File: src/rtl/hazard_unit_if.sv
// Decode/flush request and hazard response signals between the decode stage and hazard_unit.
// Pure wiring; no latency of its own.
// No backpressure: the producer of the decode fields is held by the stall output.
interface hazard_unit_if #(
   parameter int CNT_W = 16
);
   logic             valid_d;
   logic [2:0]       Rs_d;
   logic [2:0]       Rt_d;
   logic             useRs_d;
   logic             useRt_d;
   logic [2:0]       Rd_d;
   logic             RegWrite_d;
   logic             MemRead_d;
   logic             flush_x;
   logic             stall;
   logic             kill_d;
   logic [1:0]       fwd_rs_x;
   logic [1:0]       fwd_rt_x;
   logic [CNT_W-1:0] stall_cnt;

   // Pipeline side: drives the decode fields and the X-stage flush.
   modport master (
      output valid_d, Rs_d, Rt_d, useRs_d, useRt_d, Rd_d, RegWrite_d, MemRead_d, flush_x,
      input  stall, kill_d, fwd_rs_x, fwd_rt_x, stall_cnt
   );

   // Hazard unit side.
   modport slave (
      input  valid_d, Rs_d, Rt_d, useRs_d, useRt_d, Rd_d, RegWrite_d, MemRead_d, flush_x,
      output stall, kill_d, fwd_rs_x, fwd_rt_x, stall_cnt
   );
endinterface

File: src/rtl/hazard_unit.sv
// Decode-stage RAW hazard detector with an X/M/W scoreboard, flush handling and a saturating stall counter.
// stall/kill_d/fwd are combinational from the current scoreboard; scoreboard and counter update each clock.
// Never backpressured itself; its stall output holds PC and IF/ID. Optional FORWARD_EN enables bypass selects.
module hazard_unit #(
   parameter int CNT_W = 16
) (
   input logic          clk,
   input logic          rst,     // asynchronous, active-low
   hazard_unit_if.slave hz
);

   typedef struct packed {
      logic       vld;
      logic       wr;
      logic       ld;
      logic [2:0] rd;
      logic [2:0] rs;
      logic       urs;
      logic [2:0] rt;
      logic       urt;
   } sb_entry_t;

   sb_entry_t        x_q, x_d;
   sb_entry_t        m_q, m_d;
   sb_entry_t        w_q, w_d;
   logic [CNT_W-1:0] cnt_q, cnt_d;

   logic             haz_rs;
   logic             haz_rt;
   logic             stall_c;
   logic [1:0]       fwd_rs_c;
   logic [1:0]       fwd_rt_c;

   // An in-flight entry that will produce register s and is a stall source.
   // With bypassing only a load in X cannot be served in time.
   function automatic logic src_hit(input sb_entry_t e, input logic [2:0] s);
`ifdef FORWARD_EN
      return e.vld & e.wr & e.ld & (e.rd == s);
`else
      return e.vld & e.wr & (e.rd == s);
`endif
   endfunction

   // Compare decode sources against X (and M without bypassing); flush overrides stall.
   always_comb begin
      haz_rs = 1'b0;
      haz_rt = 1'b0;
`ifdef FORWARD_EN
      haz_rs = hz.useRs_d & src_hit(x_q, hz.Rs_d);
      haz_rt = hz.useRt_d & src_hit(x_q, hz.Rt_d);
`else
      haz_rs = hz.useRs_d & (src_hit(x_q, hz.Rs_d) | src_hit(m_q, hz.Rs_d));
      haz_rt = hz.useRt_d & (src_hit(x_q, hz.Rt_d) | src_hit(m_q, hz.Rt_d));
`endif
      stall_c = hz.valid_d & (haz_rs | haz_rt) & ~hz.flush_x;
   end

`ifdef FORWARD_EN
   // Bypass select for one X-stage source: non-load in M first, then anything in W.
   function automatic logic [1:0] fwd_sel(input logic [2:0] src, input logic use_src,
                                          input sb_entry_t m, input sb_entry_t w);
      if (use_src & m.vld & m.wr & ~m.ld & (m.rd == src)) begin
         return 2'b01;
      end else if (use_src & w.vld & w.wr & (w.rd == src)) begin
         return 2'b10;
      end
      return 2'b00;
   endfunction

   // Bypass selects for the instruction currently in X.
   always_comb begin
      fwd_rs_c = fwd_sel(x_q.rs, x_q.urs, m_q, w_q);
      fwd_rt_c = fwd_sel(x_q.rt, x_q.urt, m_q, w_q);
   end
`else
   // Full interlock: operands always come from the register file.
   always_comb begin
      fwd_rs_c = 2'b00;
      fwd_rt_c = 2'b00;
   end
`endif

   // Next scoreboard contents and saturating stall count.
   always_comb begin
      x_d = '0;
      if (hz.valid_d && !stall_c && !hz.flush_x) begin
         x_d.vld = 1'b1;
         x_d.wr  = hz.RegWrite_d;
         x_d.ld  = hz.MemRead_d;
         x_d.rd  = hz.Rd_d;
         x_d.rs  = hz.Rs_d;
         x_d.urs = hz.useRs_d;
         x_d.rt  = hz.Rt_d;
         x_d.urt = hz.useRt_d;
      end
      m_d   = x_q;
      w_d   = m_q;
      cnt_d = cnt_q;
      if (stall_c && (cnt_q != {CNT_W{1'b1}})) begin
         cnt_d = cnt_q + 1'b1;
      end
   end

   // Scoreboard shifts every edge (downstream never stalls); reset clears it immediately.
   always_ff @(posedge clk or negedge rst) begin
      if (!rst) begin
         x_q   <= '0;
         m_q   <= '0;
         w_q   <= '0;
         cnt_q <= '0;
      end else begin
         x_q   <= x_d;
         m_q   <= m_d;
         w_q   <= w_d;
         cnt_q <= cnt_d;
      end
   end

   // Not every scoreboard field is consumed in every build.
   logic unused_sb;
   assign unused_sb = ^{x_q, m_q, w_q};

   assign hz.stall     = stall_c;
   assign hz.kill_d    = hz.flush_x;
   assign hz.fwd_rs_x  = fwd_rs_c;
   assign hz.fwd_rt_x  = fwd_rt_c;
   assign hz.stall_cnt = cnt_q;

endmodule

File: src/flat_wrapper.sv
// flat-port wrapper written by rule: the top's interface ports become plain ports
module hazard_unit_flat 
#(
   parameter int CNT_W = 16
)
  (clk, rst, hz_valid_d, hz_Rs_d, hz_Rt_d, hz_useRs_d, hz_useRt_d, hz_Rd_d, hz_RegWrite_d, hz_MemRead_d, hz_flush_x, hz_stall, hz_kill_d, hz_fwd_rs_x, hz_fwd_rt_x, hz_stall_cnt);
  hazard_unit_if #(.CNT_W(CNT_W)) hz_i ();
  input logic clk;
  input logic rst;
  input wire logic [$bits(hz_i.valid_d)-1:0] hz_valid_d;
  input wire logic [$bits(hz_i.Rs_d)-1:0] hz_Rs_d;
  input wire logic [$bits(hz_i.Rt_d)-1:0] hz_Rt_d;
  input wire logic [$bits(hz_i.useRs_d)-1:0] hz_useRs_d;
  input wire logic [$bits(hz_i.useRt_d)-1:0] hz_useRt_d;
  input wire logic [$bits(hz_i.Rd_d)-1:0] hz_Rd_d;
  input wire logic [$bits(hz_i.RegWrite_d)-1:0] hz_RegWrite_d;
  input wire logic [$bits(hz_i.MemRead_d)-1:0] hz_MemRead_d;
  input wire logic [$bits(hz_i.flush_x)-1:0] hz_flush_x;
  output wire logic [$bits(hz_i.stall)-1:0] hz_stall;
  output wire logic [$bits(hz_i.kill_d)-1:0] hz_kill_d;
  output wire logic [$bits(hz_i.fwd_rs_x)-1:0] hz_fwd_rs_x;
  output wire logic [$bits(hz_i.fwd_rt_x)-1:0] hz_fwd_rt_x;
  output wire logic [$bits(hz_i.stall_cnt)-1:0] hz_stall_cnt;
  assign hz_i.valid_d = hz_valid_d;
  assign hz_i.Rs_d = hz_Rs_d;
  assign hz_i.Rt_d = hz_Rt_d;
  assign hz_i.useRs_d = hz_useRs_d;
  assign hz_i.useRt_d = hz_useRt_d;
  assign hz_i.Rd_d = hz_Rd_d;
  assign hz_i.RegWrite_d = hz_RegWrite_d;
  assign hz_i.MemRead_d = hz_MemRead_d;
  assign hz_i.flush_x = hz_flush_x;
  assign hz_stall = hz_i.stall;
  assign hz_kill_d = hz_i.kill_d;
  assign hz_fwd_rs_x = hz_i.fwd_rs_x;
  assign hz_fwd_rt_x = hz_i.fwd_rt_x;
  assign hz_stall_cnt = hz_i.stall_cnt;
  hazard_unit #(.CNT_W(CNT_W)) u_core (.clk(clk), .rst(rst), .hz(hz_i));
endmodule
File: config.mk
export PLATFORM = sky130hd
export DESIGN_NAME = hazard_unit_flat
export DESIGN_NICKNAME = d
export VERILOG_FILES = /design/src/rtl/hazard_unit_if.sv /design/src/rtl/hazard_unit.sv /design/src/flat_wrapper.sv
export SDC_FILE = /design/constraint.sdc
export NUM_CORES = 1
export LEC_CHECK = 0
export ABC_CLOCK_PERIOD_IN_PS = 2600
export BUFFER_PORTS_ARGS = -buffer_cell sky130_fd_sc_hd__buf_2
export CAP_MARGIN = 20
export CORE_UTILIZATION = 50
export DETAILED_ROUTE_END_ITERATION = 8
export GPL_ROUTABILITY_DRIVEN = 0
export GPL_TIMING_DRIVEN = 0
export PLACE_DENSITY = 0.82
export SYNTH_ARGS = -nofsm -noshare
export SYNTH_HDL_FRONTEND = slang
export SYNTH_SLANG_ARGS = --single-unit
export TNS_END_PERCENT = 30
File: constraint.sdc
create_clock -name clk -period 2.6 [get_ports clk]
set_clock_uncertainty 0.15 [all_clocks]
set_input_delay 0.52 -clock clk [delete_from_list [all_inputs] [get_ports clk]]
set_output_delay 0.52 -clock clk [all_outputs]
set_load 0.05 [all_outputs]
* Word level (Yosys, flattened, before mapping)
Cells that the tools add are included.
Cells by class: add/subtract/negate cells 1, $mul 0, div/mod/pow operators 0, magnitude comparators 0, eq/ne operators 5, shift operators 0, mux-type cells 1, bitwise operators 14, reduce and logical (&&, ||, !) cells 5
Operator list (count):
- 16-bit by 1-bit adder with 16-bit output, second input constant | 1
- 16-bit != test, second input constant | 1
- 14-bit two-way mux | 1
- 3-bit equality test | 4
- 1-bit bitwise AND | 10
- 1-bit logical AND | 3
- 1-bit bitwise OR | 3
- 1-bit zero test | 2
- 1-bit inverter | 1
Storage, ports and cells: register bits after elaboration 26, bits in latches 0, memory bits (writable) 0, memory bits (read-only) 0, bits of input ports 17, output and inout bits 22, memories kept 0

* Longest topological paths before layout
depth in word-level cells 11, mapped depth 8, mapped depth without buffers 6

* Least setup slack after synthesis
Ideal clock, no wire load.
path type input -> output, from input hz_Rs_d[2], to output hz_stall, arrival time 1740 ps, slack 190 ps, stages on the path 6, buffers on the path 2, cells stage by stage xor2_1 -> or4_4 -> o41ai_2 -> a32o_2 -> buf_6 -> buf_12
On the way: word-level cells in the longest chain between the ends 7
RTL lines:
- from (decl) | line flat_wrapper.sv:11 | input wire logic [$bits(hz_i.Rs_d)-1:0] hz_Rs_d;
- 3-bit equality test | line hazard_unit.sv:40 | return e.vld & e.wr & (e.rd == s);
- 1-bit bitwise AND | line hazard_unit.sv:40
- 1-bit bitwise OR (*) | line hazard_unit.sv:52 | haz_rs = hz.useRs_d & (src_hit(x_q, hz.Rs_d) | src_hit(m_q, hz.Rs_d));
- 1-bit bitwise AND (*) | line hazard_unit.sv:52
- 1-bit bitwise OR (*) | line hazard_unit.sv:55 | stall_c = hz.valid_d & (haz_rs | haz_rt) & ~hz.flush_x;
- 1-bit bitwise AND (*) (2 in series) | line hazard_unit.sv:55
- to (decl) | line flat_wrapper.sv:19 | output wire logic [$bits(hz_i.stall)-1:0] hz_stall;
Every way passes the cells marked *; elsewhere a longest branch is shown, timed or not.

* Worst setup path in the final report
from register u_core.m_q[10] (netlist bit), to output hz_stall
On the way: word-level cells in the longest chain between the ends 7
RTL lines:
- from (decl) | line hazard_unit.sv:24 | sb_entry_t m_q, m_d;
- from (signal assigned) | line hazard_unit.sv:113 | m_q <= m_d;
- 3-bit equality test | line hazard_unit.sv:40
- 1-bit bitwise AND | line hazard_unit.sv:40
- 1-bit bitwise OR (on tied branches) | line hazard_unit.sv:52, hazard_unit.sv:53
- 1-bit bitwise AND (on tied branches) | line hazard_unit.sv:52, hazard_unit.sv:53
- 1-bit bitwise OR (*) | line hazard_unit.sv:55
- 1-bit bitwise AND (*) (2 in series) | line hazard_unit.sv:55
Marked as above.

==> flow_metrics.env <==
export IMPL_min_period_ps=2620
export IMPL_rsz0062_at_grt="yes"
export IMPL_setup_slack_ps=-22.7
export IMPL_grt_max_degree=27
export IMPL_swShare_pct=24.6
export IMPL_synthAdderAreaFrac_pct=0.923
export IMPL_die_w_um=54.1
export IMPL_final_period_utilization_pct=101
export IMPL_ys_seq_area_share_pct=48.0
export IMPL_crit_path_end_kind="output pin"
export IMPL_dieArea_um2=2920
export IMPL_p_total_uw=700
export IMPL_worstMarginPinSlew_ps=567
export IMPL_cts_tree="done"
export IMPL_yosys_cell_types_count=32
export IMPL_internal_power_uw=528
export IMPL_outcome="complete, but fails checks"
export IMPL_antenna_cells=0
export IMPL_fillCellCount=202
export IMPL_seq_power_share_pct=60.0
export IMPL_yosys_area_share_xor_xnor_pct=16.1
export IMPL_synth_area_leader_cell="dfrtp_1"
export IMPL_synth_seq_cells=26
export IMPL_ys_top_cells_by_area="dfrtp_1 (48%), xnor2_1 (8.4%), xor2_1 (7.7%), nand3_2 (5.9%), and3_1 (5.5%)"
export IMPL_worst_r2r_cell_count=8
export IMPL_post_drt_wl_per_cell_um=13.1
export IMPL_wl_um=2460
export IMPL_synth_top_family_by_area="simple AND/OR/NAND/NOR gates"
export IMPL_clkSinkCount=26
export IMPL_crit_fanout=2
export IMPL_grt_ovfl_total=0
export IMPL_num_rows=18
export IMPL_syn_area_um2=1360
export IMPL_core_area_um2=2520
export IMPL_fmax_mhz=381
export IMPL_synth_compound_area_share_pct=4.06
export IMPL_initial_core_util_pct=53.8
export IMPL_clk_pin_slew_worst_paths_ps=140
export IMPL_timing_final_max_slew_violations=0
export IMPL_stdcell_area_um2=1650
export IMPL_hpwl_um=1800
export IMPL_switchingPower_uw=172
export IMPL_grt_busiest_layer="met2"
export IMPL_htree_levels=1
export IMPL_firstDrtPassIters=4
export IMPL_vdd_drop_max_mv=0.284
export IMPL_drtIter0Drc=14
export IMPL_dpl_cell_count=181
export IMPL_grt_pass1_vias=957
export IMPL_numCtsBuffers=3
export IMPL_root_buffer="clkbuf_4"
export IMPL_antenna_left=0
export IMPL_grt_first_pass_wirelength_um=4120
export IMPL_avgSynthCellArea_um2=11.8
export IMPL_required_ps=1930
export IMPL_multi_input_area_um2=658
export IMPL_synthMuxAreaShare_pct=2.21
export IMPL_path_class="reg2out"
export IMPL_insertion_delay_ps=310
export IMPL_finalHoldViolCount=0
export IMPL_syn_inst=115
export IMPL_dieHeight_um=54.1
export IMPL_vias=989
export IMPL_syn_to_final_growth_pct=21.4
export IMPL_p_comb_share_pct=11.6
export IMPL_yosys_area_top_type_share_pct=48.0
export IMPL_placement_cell_area_um2=1570
export IMPL_fin_nets=177
export IMPL_ioPinCount=39
export IMPL_instances_no_fill=188
export IMPL_clockBufferDepth=2
export IMPL_worstHoldPathType="in2async"
export IMPL_p_leak_nw=0.897
export IMPL_seq_area_um2=651
export IMPL_drc=0
export IMPL_setup_viol_count_final=1
export IMPL_vias_per_cell=5.26
export IMPL_use_met3_pct=3.39
export IMPL_p_clk_share_pct=28.4
export IMPL_ys_warn_count=0
export IMPL_io_buffers=33
export IMPL_powerDensity_nw_per_um2=425
export IMPL_crit_arrival_ps=1950
export IMPL_fin_util_pct=65.3
export IMPL_met2_usage_pct=34.6
export IMPL_use_met1_pct=24.7
export IMPL_cap_violations=0
export IMPL_violations="setup timing"
export IMPL_worstSetupStartpointType="flip-flop"
export IMPL_grt_total_usage_pct=19.5
export IMPL_antenna_found_initial=0
export IMPL_synthSimpleGateAreaFrac_pct=22.7
export IMPL_slew_headroom_pct=62.2
export IMPL_layout_drive_gt1_share_pct=42.4
## power by group through the flow
| stage | clock network (mW) | registers [mW] | logic (mW) |
|---|---|---|---|
| after floorplan | 0 | 0.434 | 0.0403 |
| after global placement | 0 | 0.427 | 0.0734 |
| after detailed placement | 0 | 0.428 | 0.0761 |
| after CTS | 0.203 | 0.420 | 0.0824 |
| after global routing | 0.222 | 0.421 | 0.0897 |
| final | 0.199 | 0.420 | 0.0813 |
## cells by family (layout without fill, tap and decap cells)
kind of cell	Yosys count	count (layout)
other cells	1	4
mux	2	2
simple gates	45	45
buf+inv	9	49
flops	26	26
fa+ha+maj	1	1
compound gates	6	6
xor+xnor	25	25
## layout by cell type, fill, tap and decap left out, types with 2 or more instances in the layout
| cell type | count |
|---|---|
| buf_2 | 33 |
| clkbuf_4 | 3 |
| dfrtp_1 | 26 |
| nand2_1 | 7 |
| and3_1 | 12 |
| nand3_2 | 8 |
| nand3_1 | 3 |
| xnor2_1 | 13 |
| conb_1 | 4 |
| nand4_1 | 3 |
| and3_2 | 3 |
| buf_4 | 10 |
| mux2_4 | 2 |
| xor2_1 | 12 |
## repair_timing
| action | 4_1_cts | 5_1_grt |
|---|---|---|
| gates resized for setup | 7 | 0 |
| endpoints found under the setup margin | 1 | 2 |
| pin swaps | 2 | 2 |
| cloned | 0 | 0 |
| hold buffers | 0 | 0 |
| setup buffers | 5 | 0 |
## synth_stat cells
| cell type | number |
|---|---|
| conb_1 | 1 |
| nand2_1 | 7 |
| o41ai_2 | 1 |
| and4_1 | 1 |
| buf_4 | 5 |
| or4_1 | 1 |
| nand3_1 | 3 |
| and3_1 | 12 |
| and2_2 | 1 |
| and2_1 | 1 |
| buf_6 | 1 |
| or4_4 | 1 |
| a21oi_1 | 1 |
| ha_1 | 1 |
| nand4_1 | 3 |
| buf_2 | 1 |
| mux2_4 | 2 |
| xnor2_1 | 13 |
| nand2_4 | 1 |
| a32o_2 | 1 |
| o41ai_1 | 1 |
| inv_1 | 1 |
| and2b_1 | 1 |
| nor2_1 | 1 |
| xor2_1 | 12 |
| a31oi_1 | 1 |
| and3_2 | 3 |
| nor2b_1 | 1 |
| a22oi_1 | 1 |
| dfrtp_1 | 26 |
| buf_12 | 1 |
| nand3_2 | 8 |
## area by class of cell
| cell class | instances | share of cell area (%) |
|---|---|---|
| clock buffers | 4 | 2.20 |
| well taps | 30 | 2.28 |
| repair buffers | 38 | 13.2 |
| flip-flops and latches | 26 | 39.5 |
| plain buffers | 6 | 2.58 |
| multi-input cells | 83 | 40.0 |
| inverters | 1 | 0.228 |
## sequential cells by signal (all words and copies together), names as in the netlist
register             cells
u_core.hz.stall_cnt     16
u_core.m_d               5
u_core.m_q               5
## worst max-delay path, stage by stage (launching register included)
cell and delay (ps):
dfrtp_1 420, xor2_1 150, or4_4 550, o41ai_4 70, a32o_2 300, buf_12 150
## stage by stage
stage               TNS, ps  setup WS [ps]  hold slack (ps)
finish                -22.7          -22.7             30.6
global route           -117           -106             55.7
CTS                   -40.0          -40.0             42.1
detailed placement     -250           -250              217
global placement       -227           -227              207
floorplan                 0            190             74.4
## per-layer routing
metal / share of wire [%] / wire length (um)
met3: 3.6 / 88
met4: 0.77 / 19
met2: 49 / 1210
met1: 46 / 1140
met5: 0 / 0
## final timing paths
| check | startpoint | slack [ps] | endpoint |
|---|---|---|---|
| setup / recovery | u_core.m_q[10] | -20 | hz_stall |
| hold / removal | rst | 30 | u_core.hz.stall_cnt[10] |
| setup reg to reg | u_core.m_q[10] | 60 | u_core.hz.stall_cnt[12] |
| hold reg to reg | u_core.m_d[13] | 270 | u_core.m_q[13] |
| max in group asynchronous | rst | 1900 | u_core.m_q[12] |
| min in group clk | u_core.m_d[13] | 270 | u_core.m_q[13] |
(Power assumes the default switching activity.)
